### src/rtl/hazard_unit_pkg.sv
// Shared definitions for the pipeline hazard unit: FSM states, x0 constant, defaults.
package hazard_unit_pkg;

  typedef enum logic {
    ST_RUN      = 1'b0,
    ST_MEM_WAIT = 1'b1
  } state_e;

  // Architectural zero register; a write to it never creates a dependency.
  localparam logic [4:0] REG_X0 = 5'd0;

  localparam int DEF_MEM_TIMEOUT = 16;
  localparam int DEF_CNT_W       = 32;
  localparam int DEF_TO_W        = 5;

endpackage

### src/rtl/sat_counter.sv
// Saturating up-counter with synchronous reset; holds at all-ones instead of wrapping.
module sat_counter #(
  parameter int W = 32
) (
  input  logic         clk,
  input  logic         rst,
  input  logic         inc,
  output logic [W-1:0] count
);

  // Count up on inc until every bit is set, then hold.
  always_ff @(posedge clk) begin
    if (rst)                         count <= '0;
    else if (inc && (count != '1))   count <= count + W'(1);
  end

endmodule

### src/rtl/hazard_unit.sv
// Pipeline hazard unit: load-use stalls, taken-branch flushes and dmem wait freezes,
// with a wait-timeout flag and saturating stall/flush performance counters.
// TO_W must be wide enough that 2**TO_W > MEM_TIMEOUT.
module hazard_unit
  import hazard_unit_pkg::*;
#(
  parameter int MEM_TIMEOUT = DEF_MEM_TIMEOUT,
  parameter int CNT_W       = DEF_CNT_W,
  parameter int TO_W        = DEF_TO_W
) (
  input  logic             clk,
  input  logic             rst,
  input  logic [4:0]       rs1_IF_ID,
  input  logic [4:0]       rs2_IF_ID,
  input  logic             useRs1,
  input  logic             useRs2,
  input  logic             memRd_ID_EX,
  input  logic [4:0]       rdst_ID_EX,
  input  logic             brTaken_EX,
  input  logic             dmemReq,
  input  logic             dmemAck,
  output logic             pcStall,
  output logic             ifIdStall,
  output logic             ifIdFlush,
  output logic             idExStall,
  output logic             idExBubble,
  output logic             exMemStall,
  output logic             memWbBubble,
  output logic             memTimeout,
  output logic [CNT_W-1:0] stallCycles,
  output logic [CNT_W-1:0] flushCount
);

  localparam logic [TO_W-1:0] TO_LIMIT = TO_W'(MEM_TIMEOUT);
  localparam logic [TO_W-1:0] TO_ONE   = TO_W'(1);

  state_e          state_q, state_d;
  logic [TO_W-1:0] wait_cnt_q, wait_cnt_d;
  logic            mem_timeout_q;
  logic            load_use;
  logic            mem_freeze;   // raw freeze condition, ignoring reset
  logic            freeze;       // freeze as driven to the pipeline
  logic            br_flush;
  logic            lu_stall;

  // RAW on a load result the EX stage cannot yet forward; x0 is never a real producer.
  always_comb begin
    load_use = memRd_ID_EX && (rdst_ID_EX != REG_X0) &&
               ((useRs1 && (rs1_IF_ID == rdst_ID_EX)) ||
                (useRs2 && (rs2_IF_ID == rdst_ID_EX)));
  end

  // Next state, wait-count update and prioritised controls: mem wait > branch > load-use.
  always_comb begin
    mem_freeze = 1'b0;
    state_d    = state_q;
    wait_cnt_d = wait_cnt_q;
    unique case (state_q)
      ST_RUN: begin
        mem_freeze = dmemReq && !dmemAck;
        state_d    = mem_freeze ? ST_MEM_WAIT : ST_RUN;
        wait_cnt_d = TO_ONE;
      end
      ST_MEM_WAIT: begin
        // Keep waiting until the ack; an unexpected req drop does not release the freeze.
        mem_freeze = !dmemAck;
        state_d    = mem_freeze ? ST_MEM_WAIT : ST_RUN;
        wait_cnt_d = (wait_cnt_q == '1) ? wait_cnt_q : wait_cnt_q + TO_ONE;
      end
      default: begin
        mem_freeze = 1'b0;
        state_d    = ST_RUN;
      end
    endcase
    freeze   = !rst && mem_freeze;
    br_flush = !rst && !mem_freeze && brTaken_EX;
    lu_stall = !rst && !mem_freeze && !brTaken_EX && load_use;
  end

  // Drive the pipeline register controls from the resolved hazard.
  always_comb begin
    pcStall     = freeze || lu_stall;
    ifIdStall   = freeze || lu_stall;
    ifIdFlush   = br_flush;
    idExStall   = freeze;
    idExBubble  = br_flush || lu_stall;
    exMemStall  = freeze;
    memWbBubble = freeze;
    memTimeout  = mem_timeout_q;
  end

  // State, wait counter and sticky timeout; timeout latches on the edge the count hits the limit.
  always_ff @(posedge clk) begin
    if (rst) begin
      state_q       <= ST_RUN;
      wait_cnt_q    <= '0;
      mem_timeout_q <= 1'b0;
    end else begin
      state_q <= state_d;
      if (mem_freeze) begin
        wait_cnt_q <= wait_cnt_d;
        if (wait_cnt_d >= TO_LIMIT) mem_timeout_q <= 1'b1;
      end else begin
        wait_cnt_q <= '0;
      end
    end
  end

  sat_counter #(.W(CNT_W)) u_stall_cnt (
    .clk   (clk),
    .rst   (rst),
    .inc   (pcStall),
    .count (stallCycles)
  );

  sat_counter #(.W(CNT_W)) u_flush_cnt (
    .clk   (clk),
    .rst   (rst),
    .inc   (ifIdFlush),
    .count (flushCount)
  );

endmodule

### config.mk
export PLATFORM = sky130hd
export DESIGN_NAME = hazard_unit
export DESIGN_NICKNAME = d
export VERILOG_FILES = /design/src/rtl/hazard_unit_pkg.sv /design/src/rtl/sat_counter.sv /design/src/rtl/hazard_unit.sv
export SDC_FILE = /design/constraint.sdc
export NUM_CORES = 1
export LEC_CHECK = 0
export ABC_AREA = 1
export BUFFER_PORTS_ARGS = -buffer_cell sky130_fd_sc_hd__buf_2
export CORE_AREA = 5 5 121 123
export CTS_BUF_LIST = sky130_fd_sc_hd__clkbuf_16
export DETAILED_ROUTE_END_ITERATION = 10
export DIE_AREA = 0 0 126 128
export MAX_ROUTING_LAYER = met4
export PLACE_DENSITY_LB_ADDON = 0.1
export SLEW_MARGIN = 30
export SYNTH_ARGS = -nofsm -noshare
export SYNTH_HDL_FRONTEND = slang
export SYNTH_SLANG_ARGS = --single-unit
### constraint.sdc
create_clock -name clk -period 2.45 [get_ports clk]
set_clock_uncertainty 0.15 [all_clocks]
set_input_delay 0.49 -clock clk [delete_from_list [all_inputs] [get_ports clk]]
set_output_delay 0.49 -clock clk [all_outputs]
set_load 0.01 [all_outputs]
==> results.sh <==
export IMPL_setup_viol=0
export IMPL_fin_nets=884
export IMPL_syn_to_final_growth_pct=20.07
export IMPL_viasPerCell=4.673
export IMPL_io_pins=95
export IMPL_p_per_area_nw_per_um2=487.2
export IMPL_post_place_ws_ns=0.2309
export IMPL_crit_path_end_kind="flop"
export IMPL_cp_slowest_cell="dfxtp_1"
export IMPL_syn_nets=792
export IMPL_ys_types=37
export IMPL_final_common_cell="nand2_1"
export IMPL_cap_violations=0
export IMPL_grt_first_pass_wirelength_mm=21.58
export IMPL_netlist_area_sq_um=4602
export IMPL_power_frac_comb_pct=5.8
export IMPL_synth_edf_count=0
export IMPL_ys_flop_type="dfxtp_1"
export IMPL_setup_ws_ns=0.3181
export IMPL_initialDrtViolationCount=275
export IMPL_wl_per_cell_um=12.48
export IMPL_power_frac_clock_pct=50.8
export IMPL_synthArstFlopShare_pct=0
export IMPL_worstPathCellList="ha_1 > inv_1 > nor2_4 > nand2_4 > nor2_4 > nand2_4 > nand2_8 > inv_4 > nand2_1 > nand2_1 > nand2_1 > nor2_1"
export IMPL_finish_instance_area_sq_um=5525
export IMPL_leakage_nw=2.543
export IMPL_htreeDepth=3
export IMPL_synth_seq_area_share_pct=30.89
export IMPL_start_util_pct=33.94
export IMPL_gp_congestion=0.9280
export IMPL_drc=0
export IMPL_finalCriticalPeriod_ns=2.132
export IMPL_die_w_um=126
export IMPL_worst_pin_slew_ns=0.4497
export IMPL_layout_drive_gt1_share_pct=18.19
export IMPL_p_sw_share_pct=22.41
export IMPL_post_cts_setup_buffers=0
export IMPL_tns_ns=0
export IMPL_portBuffers=94
export IMPL_cts_max_path_buffers=2
export IMPL_utilization_pct=40.75
export IMPL_die_y_um=128
export IMPL_critical_path_buf_inv_count=2
export IMPL_numCtsBuffers=9
export IMPL_avgSynthCellArea_sq_um=6.008
export IMPL_power_mw=2.692
export IMPL_placed_area_sq_um=5220
export IMPL_dp_hpwl_mm=10.10
export IMPL_core_rowCount=43
export IMPL_required_ns=2.53
export IMPL_hp_class="flop to flop"
export IMPL_antenna_found_initial=0
export IMPL_synth_seq_cells=71
export IMPL_die_area_sq_um=16130
export IMPL_cts_sinks=71
export IMPL_clk_pin_slew_worst_paths_ns=0.05
export IMPL_status="completed"
export IMPL_grt_overflow=0
export IMPL_nFillCells=1541
export IMPL_drv_slew=0
export IMPL_cts_resized=0
export IMPL_netSwitchingPower_mw=0.6033
export IMPL_drtAntennaViolNets=0
export IMPL_diodes=0
export IMPL_crit_family="simple AND/OR/NAND/NOR gates"
export IMPL_crit_fanout=33
export IMPL_irDropWorstVdd_mv=0.3048
export IMPL_track_usage_pct=16.70
export IMPL_cp_data_arrival_time_ns=2.21
export IMPL_start_kind="flop"
export IMPL_grt_max_degree=45
export IMPL_grt_pass1_vias=4533
export IMPL_cts_hold_buf=0
export IMPL_fmax_mhz=469.1
export IMPL_critPathKind="flop to flop"
export IMPL_root_buffer="clkbuf_16"
export IMPL_hold_viol=0
export IMPL_vias=4874
export IMPL_rsz0062_at_grt="false"
export IMPL_finalCritPeriodShare_pct=87.02
export IMPL_yosys_warnings=0
export IMPL_syn_inst=766
export IMPL_max_slew_margin_pct=70.02
export IMPL_core_sq_um=13560
export IMPL_final_cell_mix="262 x nand2_1, 125 x nor2_1, 94 x buf_2, 80 x inv_1, 71 x dfxtp_1"
export IMPL_max_stage_delay_ns=0.40
export IMPL_detail_route_wirelength_mm=13.02
export IMPL_crit_top_cell="nand2_1"
export IMPL_clk_latency_ns=0.34
export IMPL_power_internal_mw=2.089
export IMPL_tritoncts="yes"
export IMPL_drt_pass1_iter_count=5
export IMPL_power_frac_seq_pct=43.4
registers in the layout (all words and copies together), names as in the netlist:
register,cells
memTimeout,1
state_q,1
u_flush_cnt.count,32
u_stall_cnt.count,32
wait_cnt_q,5
cell usage after synthesis, types with 4 or more instances:
cell type  instances  area (sq um)
a21oi_1           55         275.3
buf_2             11         55.05
buf_4              4         30.03
buf_6              5         56.30
dfxtp_1           71          1421
inv_1             78         292.8
inv_2              6         22.52
nand2_1          262         983.4
nand3_1           50         250.2
nand3_2            6         60.06
nand3b_1           7         52.55
nand4_1            5         31.28
nor2_1           125         469.2
nor2_2             9         56.30
nor3_1            17         85.08
nor3_2             4         40.04
o21ai_0            8         40.04
xor2_1            10         87.58
path summary, 6_finish.rpt:
check	start	to	slack, ns	cells after the start
max	u_flush_cnt.count[1]$_SDFFE_PP0P_	u_flush_cnt.count[22]$_SDFFE_PP0P_	0.32	12
min	memTimeout$_SDFFE_PP0P_	memTimeout$_SDFFE_PP0P_	0.30	2
max reg2reg	u_flush_cnt.count[1]$_SDFFE_PP0P_	u_flush_cnt.count[22]$_SDFFE_PP0P_	0.32	12
min reg2reg	memTimeout$_SDFFE_PP0P_	memTimeout$_SDFFE_PP0P_	0.30	2
cell type report:
cell class | instances | area (sq um) | area share [%]
inverters | 86 | 325.3 | 5.888
well taps | 180 | 225.2 | 4.076
multi-input cells | 586 | 2703 | 48.91
clock inverters | 7 | 80.08 | 1.449
flip-flops and latches | 71 | 1421 | 25.72
clock buffers | 9 | 225.2 | 4.076
repair buffers | 104 | 545.5 | 9.873
logic make-up after synthesis:
family | count (synthesis) | synth area share [%]
AO/OA/AOI/OAI | 68 | 7.558
XOR/XNOR | 12 | 2.284
adder cells (fa/ha/maj) | 3 | 0.8157
buffers and inverters | 109 | 10.39
flip-flops | 71 | 30.89
AND/OR/NAND/NOR | 503 | 48.07
power groups by stage:
stage	Sequential (mW)	Combinational [mW]	Clock (mW)
2_1_floorplan	1.19	0.112	0
3_3_place_gp	1.19	0.156	0
3_5_place_dp	1.19	0.160	0
4_1_cts	1.17	0.160	1.42
5_1_grt	1.17	0.180	1.47
6_report	1.17	0.157	1.37
per-layer routing:
metal / up-vias / wire (um) / track usage (%) / part of all wire [%]
met3: 11 / 518 / 4.000 / 4.0
met4: 0 / 176 / 4.290 / 1.4
met1: 2184 / 6238 / 21.40 / 48
li1: 2584 / - / - / -
met2: 95 / 6083 / 26.64 / 47
met5: - / 0 / - / 0
worst register-to-register path: cells and delay by family (launching register included):
family,cells,cell delay (ns)
simple gates,9,0.98
buf+inv,2,0.28
fa+ha+maj,1,0.24
flops,1,0.40
through the flow:
step / std cells / hold WS [ns]
floorplan: 766 / 0.2980
global placement: 1027 / 0.2909
detailed placement: 1027 / 0.2935
CTS: 1043 / 0.3054
global route: 1043 / 0.3257
finish: 1043 / 0.3022
Power figures use the tool's default switching activity.
